[src/rtl/maze_pkg.sv]
// Shared types for the 16x16 depth-first maze walker.
// Optional path streaming is enabled with the macro MAZE_PATH_OUT_EN.
package maze_pkg;

   localparam int COORD_W = 4;
   localparam int STK_AW  = 8;

   localparam logic [COORD_W-1:0] C_ONE = COORD_W'(1);
   localparam logic [COORD_W-1:0] C_MAX = '1;

   // Move directions; the numeric order is also the probe order.
   typedef enum logic [1:0] {
      UP    = 2'b00,
      RIGHT = 2'b01,
      LEFT  = 2'b10,
      DOWN  = 2'b11
   } dir_t;

`ifdef MAZE_PATH_OUT_EN
   typedef enum logic [2:0] {
      IDLE, CHK0, MARK, PROBE, BACK, DONE, FAIL, DUMP
   } state_t;
`else
   typedef enum logic [2:0] {
      IDLE, CHK0, MARK, PROBE, BACK, DONE, FAIL
   } state_t;
`endif

   // Neighbour coordinate plus an in-bounds flag (edges never wrap).
   typedef struct packed {
      logic               inb;
      logic [COORD_W-1:0] x;
      logic [COORD_W-1:0] y;
   } nbr_t;

   function automatic nbr_t neighbour(input logic [COORD_W-1:0] x,
                                      input logic [COORD_W-1:0] y,
                                      input dir_t d);
      nbr_t n;
      n.inb = 1'b1;
      n.x   = x;
      n.y   = y;
      case (d)
         UP:      begin n.inb = (x != '0);    n.x = x - C_ONE; end
         RIGHT:   begin n.inb = (y != C_MAX); n.y = y + C_ONE; end
         LEFT:    begin n.inb = (y != '0);    n.y = y - C_ONE; end
         default: begin n.inb = (x != C_MAX); n.x = x + C_ONE; end
      endcase
      return n;
   endfunction

endpackage

[src/rtl/maze_dfs_walker_dir_stack.sv]
// dir_stack: 2-bit wide LIFO holding the move history of the walker.
// Synchronous push/pop/clear, combinational read at any index (the top is sp-1).
module dir_stack
   import maze_pkg::*;
#(
   parameter int STK_DEP = 256
) (
   input  logic              clk,
   input  logic              rst,
   input  logic              clr,
   input  logic              push,
   input  logic              pop,
   input  logic [1:0]        din,
   input  logic [STK_AW-1:0] rd_idx,
   output logic [1:0]        rd_data,
   output logic [STK_AW:0]   sp,
   output logic              empty
);

   localparam logic [STK_AW:0] SP_ONE = (STK_AW+1)'(1);

   logic [1:0] stk [STK_DEP];

   // Stack pointer: cleared on reset or at the start of a new solve.
   always_ff @(posedge clk) begin
      if (rst || clr) begin
         sp <= '0;
      end else if (push) begin
         sp <= sp + SP_ONE;
      end else if (pop) begin
         sp <= sp - SP_ONE;
      end
   end

   // Entry storage; contents need no reset because sp bounds every read.
   always_ff @(posedge clk) begin
      if (push) begin
         stk[sp[STK_AW-1:0]] <= din;
      end
   end

   assign rd_data = stk[rd_idx];
   assign empty   = (sp == '0);

endmodule

[src/rtl/maze_dfs_walker.sv]
// maze_dfs_walker: depth-first solver for a 16x16 1-bit maze memory.
// Free cells read 0; visited cells are marked by writing 1. The move history
// lives in dir_stack so dead ends can be unwound one pop per cycle.
// Define MAZE_PATH_OUT_EN to stream the found path out on move/move_valid/move_last.
module maze_dfs_walker
   import maze_pkg::*;
#(
   parameter logic [COORD_W-1:0] GOAL_X  = 4'd15,
   parameter logic [COORD_W-1:0] GOAL_Y  = 4'd15,
   parameter int                 STK_DEP = 256
) (
   input  logic               clk,
   input  logic               rst,
   input  logic               start,
   output logic [COORD_W-1:0] mem_x,
   output logic [COORD_W-1:0] mem_y,
   output logic               mem_rd,
   output logic               mem_wr,
   output logic               mem_din,
   input  logic               mem_dout,
   output logic               done,
   output logic               fail,
   output logic [STK_AW:0]    path_len
`ifdef MAZE_PATH_OUT_EN
   ,
   output logic [1:0]         move,
   output logic               move_valid,
   output logic               move_last
`endif
);

   localparam logic [STK_AW-1:0] IDX_ONE = STK_AW'(1);

   state_t             state, state_n;
   logic [COORD_W-1:0] cur_x, cur_y, cur_x_n, cur_y_n;
   dir_t               try_dir, try_dir_n;
   dir_t               back_dir;
   nbr_t               nb;

   logic              push, pop, clr;
   logic [STK_AW-1:0] rd_idx, top_idx;
   logic [1:0]        rd_data;
   logic [STK_AW:0]   sp;
   logic              empty;

`ifdef MAZE_PATH_OUT_EN
   logic [STK_AW-1:0] dump_idx, dump_idx_n;
`endif

   dir_stack #(.STK_DEP(STK_DEP)) u_stack (
      .clk     (clk),
      .rst     (rst),
      .clr     (clr),
      .push    (push),
      .pop     (pop),
      .din     (try_dir),
      .rd_idx  (rd_idx),
      .rd_data (rd_data),
      .sp      (sp),
      .empty   (empty)
   );

   assign mem_din  = 1'b1;
   assign top_idx  = sp[STK_AW-1:0] - IDX_ONE;
   assign nb       = neighbour(cur_x, cur_y, try_dir);
   assign back_dir = dir_t'(rd_data);

   // State, position and probe direction registers.
   always_ff @(posedge clk) begin
      if (rst) begin
         state   <= IDLE;
         cur_x   <= '0;
         cur_y   <= '0;
         try_dir <= UP;
`ifdef MAZE_PATH_OUT_EN
         dump_idx <= '0;
`endif
      end else begin
         state   <= state_n;
         cur_x   <= cur_x_n;
         cur_y   <= cur_y_n;
         try_dir <= try_dir_n;
`ifdef MAZE_PATH_OUT_EN
         dump_idx <= dump_idx_n;
`endif
      end
   end

   // Next-state logic, memory handshake and status outputs.
   always_comb begin
      state_n   = state;
      cur_x_n   = cur_x;
      cur_y_n   = cur_y;
      try_dir_n = try_dir;
      push      = 1'b0;
      pop       = 1'b0;
      clr       = 1'b0;
      rd_idx    = top_idx;
      mem_x     = '0;
      mem_y     = '0;
      mem_rd    = 1'b0;
      mem_wr    = 1'b0;
      done      = 1'b0;
      fail      = 1'b0;
      path_len  = '0;
`ifdef MAZE_PATH_OUT_EN
      dump_idx_n = dump_idx;
      move       = 2'b00;
      move_valid = 1'b0;
      move_last  = 1'b0;
`endif

      case (state)
         IDLE: ;

         CHK0: begin
            mem_rd  = 1'b1;
            state_n = mem_dout ? FAIL : MARK;
         end

         MARK: begin
            mem_wr    = 1'b1;
            mem_x     = cur_x;
            mem_y     = cur_y;
            try_dir_n = UP;
            if ((cur_x == GOAL_X) && (cur_y == GOAL_Y)) begin
`ifdef MAZE_PATH_OUT_EN
               dump_idx_n = '0;
               state_n    = empty ? DONE : DUMP;
`else
               state_n = DONE;
`endif
            end else begin
               state_n = PROBE;
            end
         end

         PROBE: begin
            if (nb.inb) begin
               mem_rd = 1'b1;
               mem_x  = nb.x;
               mem_y  = nb.y;
            end
            if (nb.inb && !mem_dout) begin
               push    = 1'b1;
               cur_x_n = nb.x;
               cur_y_n = nb.y;
               state_n = MARK;
            end else if (try_dir == DOWN) begin
               state_n = BACK;
            end else begin
               try_dir_n = dir_t'(try_dir + 2'd1);
            end
         end

         BACK: begin
            if (empty) begin
               state_n = FAIL;
            end else begin
               pop = 1'b1;
               case (back_dir)
                  UP:      cur_x_n = cur_x + C_ONE;
                  RIGHT:   cur_y_n = cur_y - C_ONE;
                  LEFT:    cur_y_n = cur_y + C_ONE;
                  default: cur_x_n = cur_x - C_ONE;
               endcase
               if (back_dir != DOWN) begin
                  try_dir_n = dir_t'(back_dir + 2'd1);
                  state_n   = PROBE;
               end
            end
         end

`ifdef MAZE_PATH_OUT_EN
         DUMP: begin
            rd_idx     = dump_idx;
            move       = rd_data;
            move_valid = 1'b1;
            if (dump_idx == top_idx) begin
               move_last = 1'b1;
               state_n   = DONE;
            end else begin
               dump_idx_n = dump_idx + IDX_ONE;
            end
         end
`endif

         DONE: begin
            done     = 1'b1;
            path_len = sp;
         end

         FAIL: begin
            fail = 1'b1;
         end

         default: state_n = IDLE;
      endcase

      if (start && ((state == IDLE) || (state == DONE) || (state == FAIL))) begin
         state_n   = CHK0;
         cur_x_n   = '0;
         cur_y_n   = '0;
         try_dir_n = UP;
         clr       = 1'b1;
      end
   end

endmodule
[config.mk]
export PLATFORM = sky130hd
export DESIGN_NAME = maze_dfs_walker
export DESIGN_NICKNAME = d
export VERILOG_FILES = /design/src/rtl/maze_pkg.sv /design/src/rtl/maze_dfs_walker_dir_stack.sv /design/src/rtl/maze_dfs_walker.sv
export SDC_FILE = /design/constraint.sdc
export NUM_CORES = 1
export LEC_CHECK = 0
export CAP_MARGIN = 30
export CORE_ASPECT_RATIO = 0.7
export CORE_MARGIN = 5
export CORE_UTILIZATION = 63
export CTS_CLUSTER_DIAMETER = 80
export DETAILED_ROUTE_END_ITERATION = 10
export PLACE_DENSITY_LB_ADDON = 0.2
export REMOVE_ABC_BUFFERS = 1
export SKIP_CTS_REPAIR_TIMING = 1
export SYNTH_ARGS = -nofsm -noshare
export SYNTH_HDL_FRONTEND = slang
export SYNTH_SLANG_ARGS = --single-unit
[constraint.sdc]
create_clock -name clk -period 10.1 [get_ports clk]
set_clock_uncertainty 0.1 [all_clocks]
set_input_delay 1.01 -clock clk [delete_from_list [all_inputs] [get_ports clk]]
set_output_delay 1.01 -clock clk [all_outputs]
set_load 0.01 [all_outputs]
* Word-level counts from Yosys, hierarchy flattened *
Memories as Yosys holds them, arrays and structs flattened.
Cells that the tools add are included.

word-level totals
  bits in registers = 22
  RAM bits = 512
  bits of input ports = 4
  output and inout bits = 22
  logic and storage cells = 113
  memories = 1

cells by class
  $add $sub $neg = 9
  eq/ne operators = 28
  multiplexer cells = 43
  bitwise gates (word level) = 1
  reduce and logical (&&, ||, !) cells = 25

memory list
  name         words  width  rd ports  clocked after memory_dff  write ports  RTL line                         text
  u_stack.stk  256    2      1         0                         1            maze_dfs_walker_dir_stack.sv:22  logic [1:0] stk [STK_DEP];

operator list
  kind                 count
  $pmux 4 s2           8
  $mux 9               3
  $mux 4               6
  $mux 3               6
  $ne 4x4->1 const B   4
  $pmux 3 s5           1
  $ne 2x2->1 const B   7
  $mux 1               12
  $add 9x1->9 const B  1
  $eq 3x3->1 const B   3
  $logic_not 9->1      1
  $sub 9x1->9 const B  1
  $add 4x1->4 const B  2
  $eq 4x4->1 const B   2
  $mux 2               4
  $reduce_and 4->1     2
  $reduce_bool 4->1    2
  $sub 4x1->4 const B  2
  $sub 8x1->8 const B  1
  $eq 2x2->1 const B   3
  $eq 3x2->1 const B   2
  $ne 3x3->1 const B   2
  $pmux 2 s3           1
  $reduce_and 3->1     2
  other kinds (18)     28

* Logic depth before layout (Yosys ltp) *
Gate-level depths: netlist of run 1.

  depth in word-level cells = 7
  depth in mapped cells = 26
  mapped depth without buffers = 19

* Hierarchy *
A second synthesis of run 1 with hierarchy kept.

second synthesis, totals
  cells, all modules = 1591
  area, all modules = 23661.4 um^2

modules (own cells, without submodules)
  module           times used  cells each  area an instance (um^2)  sequential area each (um^2)
  dir_stack        1           1337        21774.6                  15554.9
  maze_dfs_walker  1           254         1886.8                   260.2

* Worst setup path before layout of run 1 *
No wires, ideal clock.

  kind = register -> register
  start = register try_dir[1]
  end = register u_stack.sp[8]
  setup time = 132 ps
  arrival time = 7412 ps
  data required time = 9868 ps
  path slack = 2456 ps
  cell stages (with the launch flop) = 20
  path buffers = 1
  clock period less this slack = 7644 ps
  cell sequence = dfxtp_1 -> inv_1 -> ha_1 -> nand4b_1 -> a21oi_1 -> nor3_1 -> a221oi_1 -> nand2b_1 -> nand2b_1 -> clkbuf_1 -> ha_1 -> nor2b_1 -> o21ai_0 -> a21boi_0 -> o21ai_0 -> a21boi_0 -> o21ai_0 -> nor3b_1 -> o21a_1 -> nor3_1

on the way
  cells in the longest elaborated chain, start to end = 6
  elaborated cells between the ends (all ways) = 9
  classes of those cells = 2 x eq/ne; 4 x mux; 3 x reduce/logical

ends and longest elaborated chain
  what                                                RTL line                         text
  from (decl)                                         maze_dfs_walker.sv:36            dir_t try_dir, try_dir_n;
  from (signal assigned)                              maze_dfs_walker.sv:82            try_dir <= try_dir_n;
  $eq 2x2->1 (tied with other cells)                  maze_pkg.sv:43                   case (d)
  $pmux 1 s3 (*)                                      maze_pkg.sv:43
  $logic_and 1x1->1 (*)                               maze_dfs_walker.sv:144           if (nb.inb && !mem_dout) begin
  $mux 1 (*)                                          maze_dfs_walker.sv:144
  $mux 1 (*)                                          maze_dfs_walker.sv:113           case (state)
  $mux 9 / $reduce_bool 2->1 (equally long branches)  -
  to (signal assigned)                                maze_dfs_walker_dir_stack.sv:29  sp <= sp + SP_ONE;
  to (signal assigned)                                maze_dfs_walker_dir_stack.sv:31  sp <= sp - SP_ONE;
  to (decl)                                           maze_dfs_walker_dir_stack.sv:16  output logic [STK_AW:0] sp,

Every way passes the cells marked *; elsewhere a longest branch is shown, timed or not.
A chain may end at the register's enable or synchronous reset.

* Worst setup path after layout of run 1 *
  start = register u_stack.sp[0]
  end = register cur_y[0]

on the way
  cells in the longest elaborated chain, start to end = 6
  elaborated cells between the ends (all ways) = 11
  classes of those cells = 1 x add/sub; 4 x eq/ne; 3 x mux; 2 x reduce/logical; 1 x memory

ends and longest elaborated chain
  what                                             RTL line                text
  $sub 8x1->8                                      maze_dfs_walker.sv:64   assign top_idx = sp[STK_AW-1:0] - IDX_ONE;
  $mem_v2 256x2                                    -
  $eq 2x2->1 / $eq 2x1->1 (equally long branches)  maze_dfs_walker.sv:161  case (back_dir)
  $pmux 4 s2                                       maze_dfs_walker.sv:161
  $mux 4                                           maze_dfs_walker.sv:157  if (empty) begin
  $pmux 4 s2                                       maze_dfs_walker.sv:113
  to (signal assigned)                             maze_dfs_walker.sv:81   cur_y <= cur_y_n;
  to (decl)                                        maze_dfs_walker.sv:35   logic [COORD_W-1:0] cur_x, cur_y, cur_x_n, cur_y_n;

Several ways; a longest one is shown, not always the timed one. The select of a mux whose other input is x is not followed.

==> impl_metrics.toml, run 1 <==
[run_status]
status = "finished clean"

[min_path]
min_path_cells = 2
min_path_type = "reg -> reg"

[timing]
fmaxAchievable_mhz = 151
worst_pin_slew_ns = 1.02
hold_viol_final = 0
slew_violations = 0
setup_viol = 0
finalCriticalPeriod_ns = 6.63
rsz0062_at_grt = "false"
slew-limit-headroom_pct = 31.7
fin_crit_sh_pct = 65.7

[grt]
overflow = 0
grt_usage_pct = 28.3
grt_pass1_vias = 14300
grt_max_degree = 114
antenna_found_initial = 0
grt_pass1_wl_um = 89100

[finish]
nFillCells = 2402
final_cell_mix = "edfxtp_1 (512), nor2_1 (316), nand2_1 (175)"
nets = 1680
layout_commonest_cell = "edfxtp_1"
post-route-util_pct = 69.6
design_area_um2 = 25900
area_delta_synth_final_pct = 9.34
drive_gt1_share_pct = 13.5
diodes = 0

[power]
power.internal_w = 0.00345
ir_worst_vdd_v = 0.000133
p_per_area_nw_per_um2 = 166
swShare_pct = 19.7
pwr-share-seq_pct = 56.0
finalPower_w = 0.00430
clockPowerShare_pct = 42.9
switchingPower_w = 0.000849
leakage_nw = 8.51
combPwrFrac_pct = 1.1

[die]
core_um2 = 37100
fp.dieH_um = 172
core.rowCount = 59
initial_core_util_pct = 63.7
die_w_um = 242
io_pins = 26
dieArea_um2 = 41600

[setup_path]
cp.arrival_ns = 6.99
r2r_setup_slack_ns = 3.47
critPathKind = "reg -> reg"
required_ns = 10.45
end_kind = "flop"
startpoint_type = "flop"
ff2ff_path_depth = 16
critPathMaxFanout = 61

[detailed_routing]
ant_nets = 0
post-route-drc-count = 0
wirelength_um = 59000
drt_first_pass_iters = 8
drt_iter0_drc = 2270
vias = 14700
wl_per_cell_um = 27.1
via_per_inst = 6.73

[clock_network]
cts_buffers = 49
clockBufferDepth = 3
clkTransAtPathRegs_ns = 0.07
cts-root-buf = "clkbuf_16"
clock_sinks = 534
cts_tree = "done"
htreeDepth = 2
insertion_delay_ns = 0.57

[synthesis]
syn-mean-instance-area_um2 = 14.3
ys_dominant_reg_cell = "edfxtp_1"
yosys_warnings = 0
ys_seq_area_share_pct = 66.9
synth.cell_area_um2 = 23700
ys_seq_elements = 534
synth_edf_count = 512
syn_inst = 1658
yosysUniqueCellTypes = 80
synth_async_sr_flop_share_pct = 0

[place]
dp_hpwl_um = 35100
numPortBuffers = 24
place_area_um2 = 24300
gp_congestion = 0.873

[run]
maxCapViolCount = 0
## synthesized netlist by cell type, types with 4 or more instances
master | count | share of area [%]
o21ai_0 | 35 | 0.74
buf_6 | 6 | 0.29
or3_1 | 6 | 0.16
buf_12 | 4 | 0.34
dfxtp_1 | 22 | 1.9
ha_1 | 26 | 1.4
mux4_1 | 17 | 1.9
xnor2_1 | 10 | 0.37
and2_1 | 7 | 0.19
and3_1 | 11 | 0.29
a21oi_1 | 35 | 0.74
mux2i_1 | 36 | 1.5
a32oi_1 | 13 | 0.48
nor3_1 | 14 | 0.30
nor3b_1 | 5 | 0.16
o32ai_1 | 4 | 0.15
nor2b_1 | 10 | 0.26
o31ai_1 | 4 | 0.13
inv_1 | 23 | 0.36
nand2_1 | 175 | 2.8
o211ai_1 | 5 | 0.16
or2_2 | 4 | 0.11
o22ai_1 | 9 | 0.24
nor2_1 | 316 | 5.0
nand3_1 | 52 | 1.1
buf_2 | 13 | 0.28
mux4_2 | 88 | 8.4
buf_4 | 8 | 0.25
edfxtp_1 | 512 | 65
clkbuf_1 | 77 | 1.2
nand2b_1 | 10 | 0.26
a211oi_1 | 7 | 0.22
nand3b_1 | 4 | 0.13
nand4_1 | 14 | 0.37
a31o_2 | 4 | 0.15
a31oi_1 | 9 | 0.24
## state kept, by name (all words and copies together), names as in the netlist
name         flops
u_stack.sp       9
u_stack.stk    512
cur_x            4
try_dir          2
state            3
cur_y            4
## final timing paths
kind                         startpoint                     to
max reg2reg  u_stack.sp[0]$_SDFFE_PP0P_  cur_y[0]$_SDFFE_PP0P_
max          u_stack.sp[0]$_SDFFE_PP0P_  cur_y[0]$_SDFFE_PP0P_
min reg2reg       cur_y[3]$_SDFFE_PP0P_  cur_y[3]$_SDFFE_PP0P_
min               cur_y[3]$_SDFFE_PP0P_  cur_y[3]$_SDFFE_PP0P_
## power by group through the flow
stage	registers, W	logic (W)	clock network, W
floorplan	0.00247	0.0000214	0
global placement	0.00246	0.0000427	0
detailed placement	0.00246	0.0000431	0
CTS	0.00241	0.0000434	0.00186
global route	0.00241	0.0000499	0.00195
finish	0.00241	0.0000453	0.00185
## kinds of logic after synthesis
family,after synthesis,synth area share (%)
simple gates,643,11.7
xor+xnor,12,0.508
buf+inv,135,2.80
compound gates,163,4.72
fa+ha+maj,27,1.46
mux,143,11.9
other cells,1,0.0159
flops,534,66.9
## metrics by stage
step / setup slack, ns / setup TNS, ns / hold WS, ns / cells
3_5_place_dp: 3.57 / 0 / 0.480 / 2085
4_1_cts: 3.53 / 0 / 0.497 / 2176
3_3_place_gp: 3.72 / 0 / 0.466 / 2083
2_1_floorplan: -1.06 / -11.66 / 0.417 / 1547
5_1_grt: 3.07 / 0 / 0.522 / 2177
6_report: 3.47 / 0 / 0.510 / 2177
## area by class of cell
type	count	area [um2]	share of cell area, %
Timing Repair Buffer	51	515	1.99
Inverter	24	90.1	0.348
Multi-Input combinational cell	989	7240	28.0
Sequential cell	534	15800	61.2
Clock buffer	60	1320	5.10
Tap cell	488	611	2.36
Clock inverter	31	260	1.01
## worst max-delay path, cell delays in order (launching register included)
cell	delay, ns
dfxtp_4	0.97
inv_2	0.52
ha_4	1.06
buf_4	0.71
mux4_2	0.40
mux2i_1	0.20
o21ai_0	0.12
nor3_1	0.60
a211oi_2	0.17
mux2i_4	0.26
inv_1	0.10
ha_1	0.19
nor2_1	0.11
nor2_1	0.05
o21ai_1	0.50
a21oi_1	0.08
o221a_2	0.29
## routing by layer
layer	share of wire, %	GRT usage, %	vias up
met5	0	0	-
met4	3.0	8.01	0
met3	12	6.03	137
met2	45	43.1	993
met1	41	42.6	7301
li1	-	-	6231
No activity file was read; power rests on OpenSTA's default activity.
==> inputs of run 2 (changes only) <==
clock period = 6.6 ns   (was 10.1 ns; I/O delays follow)
==> impl_metrics.toml, run 2 (same netlist as run 1, synthesis figures left out) <==
[setup_path]
required_ns = 6.98
critPathMaxFanout = 32
end_kind = "flop"
critPathKind = "reg -> reg"
ff2ff_path_depth = 14
cp.arrival_ns = 5.94
startpoint_type = "flop"
r2r_setup_slack_ns = 1.04
r2r_end = "cur_x[0]$_SDFFE_PP0P_"
rr_startpoint = "u_stack.sp[1]$_SDFFE_PP0P_"

[place]
place_area_um2 = 24400
gp_congestion = 0.879
dp_hpwl_um = 35300
numPortBuffers = 24
dp_slack_ns = 1.23

[finish]
area_delta_synth_final_pct = 9.73
layout.area.seq_um2 = 15800
largest_reg_flops = 512
multiInputGateArea_um2 = 7220
nFillCells = 2379
diodes = 0
design_area_um2 = 26000
drive_gt1_share_pct = 13.6
nets = 1691
final_cell_mix = "edfxtp_1 (512), nor2_1 (316), nand2_1 (175)"
layout_commonest_cell = "edfxtp_1"

[clock_network]
insertion_delay_ns = 0.58
cts_tree = "done"
clockBufferDepth = 3
cts_buffers = 48
clkTransAtPathRegs_ns = 0.07
cts-root-buf = "clkbuf_16"
htreeDepth = 2
clock_sinks = 534

[power]
ir_worst_vdd_v = 0.000243
combPwrFrac_pct = 1.1
p_per_area_nw_per_um2 = 256
leakage_nw = 8.56
switchingPower_w = 0.00131
pwr-share-seq_pct = 55.5
swShare_pct = 19.7
clockPowerShare_pct = 43.4
finalPower_w = 0.00664
power.internal_w = 0.00534

[detailed_routing]
post-route-drc-count = 0
wl_per_cell_um = 27.4
drt_iter0_drc = 2480
ant_nets = 0
drt_first_pass_iters = 6
wirelength_um = 59900
vias = 14700
via_per_inst = 6.74

[grt]
grt_pass1_vias = 14400
grt_pass1_wl_um = 89700
grt_usage_pct = 28.7
antenna_found_initial = 0
grt_max_degree = 258
overflow = 0

[timing]
worst_pin_slew_ns = 1.13
fmaxAchievable_mhz = 180
finalCriticalPeriod_ns = 5.56
rsz0062_at_grt = "false"
layout_setup_ws_ns = 1.04
fin_crit_sh_pct = 84.2
setup_viol = 0
slew_violations = 0
hold_viol_final = 0
slew-limit-headroom_pct = 24.7

[min_path]
min_path_type = "reg -> reg"
hp-start = "cur_y[1]$_SDFFE_PP0P_"
whs_endpoint = "cur_y[1]$_SDFFE_PP0P_"
min_path_cells = 2

[run]
maxCapViolCount = 0

[die]
initial_core_util_pct = 63.7
dieArea_um2 = 41600
io_pins = 26
die_w_um = 242
fp.dieH_um = 172
core_um2 = 37100
core.rowCount = 59

[run_status]
status = "finished clean"
run 2: cell count changes in the layout (fill, tap and decap cells not counted), sizes merged:
| cell | previous run | this run |
|---|---|---|
| inv | 26 | 27 |
| clkinv | 24 | 20 |
| buf | 27 | 39 |
| bufinv | 4 | 7 |
| clkbuf | 60 | 54 |
run 2: metrics by stage:
stage,std cells,hold WS (ns),util [%],setup TNS (ns)
after detailed placement,2098,0.468,65.6,0
after floorplan,1547,0.417,-,-290.50
after global routing,2183,0.503,69.9,0
final,2183,0.489,69.9,0
after CTS,2183,0.476,69.9,0
after global placement,2097,0.465,65.5,0
run 2: metal layers:
layer  wire length (um)  vias up  global-route usage (%)
li1                   -     6254                       -
met1              24000     7385                    42.0
met2              27100      925                    43.8
met3               7060      142                    7.86
met4               1740        2                    7.74
met5                 45        -                   0.792
run 2: final cells by class:
type,count,area share (%)
multi-input combinational,989,27.8
clock inverter,31,1.38
sequential,534,61.0
inverter,24,0.347
tap,488,2.35
timing repair buffer,63,2.31
clock buffer,54,4.79
run 2: worst max path at each step:
stage	startpoint	to	slack [ns]	cells after the start
2_1_floorplan	u_stack.sp[0]$_SDFFE_PP0P_	cur_y[3]$_SDFFE_PP0P_	-4.56	15
3_3_place_gp	u_stack.sp[1]$_SDFFE_PP0P_	cur_y[0]$_SDFFE_PP0P_	1.39	17
3_5_place_dp	u_stack.sp[1]$_SDFFE_PP0P_	cur_y[0]$_SDFFE_PP0P_	1.23	17
4_1_cts	u_stack.sp[1]$_SDFFE_PP0P_	cur_y[0]$_SDFFE_PP0P_	1.21	17
5_1_grt	u_stack.sp[1]$_SDFFE_PP0P_	cur_y[0]$_SDFFE_PP0P_	0.73	17
6_report	u_stack.sp[1]$_SDFFE_PP0P_	cur_x[0]$_SDFFE_PP0P_	1.04	14
run 2: worst max-delay path, cell delays in order (launching register included):
cell and delay [ns]:
dfxtp_1 0.53, inv_1 0.20, ha_1 0.40, xor2_4 0.61
buf_12 0.32, mux4_1 0.58, mux2i_1 0.18, a32oi_1 0.12
nand4_1 0.27, nor4bb_1 0.54, or2_2 0.28, ha_1 0.26
o21ai_0 0.58, a21oi_1 0.16, a311oi_1 0.29
run 2: power by group through the flow:
stage	clock network (W)	registers (W)	logic, W
CTS	0.00291	0.00369	0.0000713
floorplan	0	0.00378	0.0000328
finish	0.00289	0.00369	0.0000719
global route	0.00305	0.00369	0.0000786
global placement	0	0.00376	0.0000700
detailed placement	0	0.00376	0.0000710
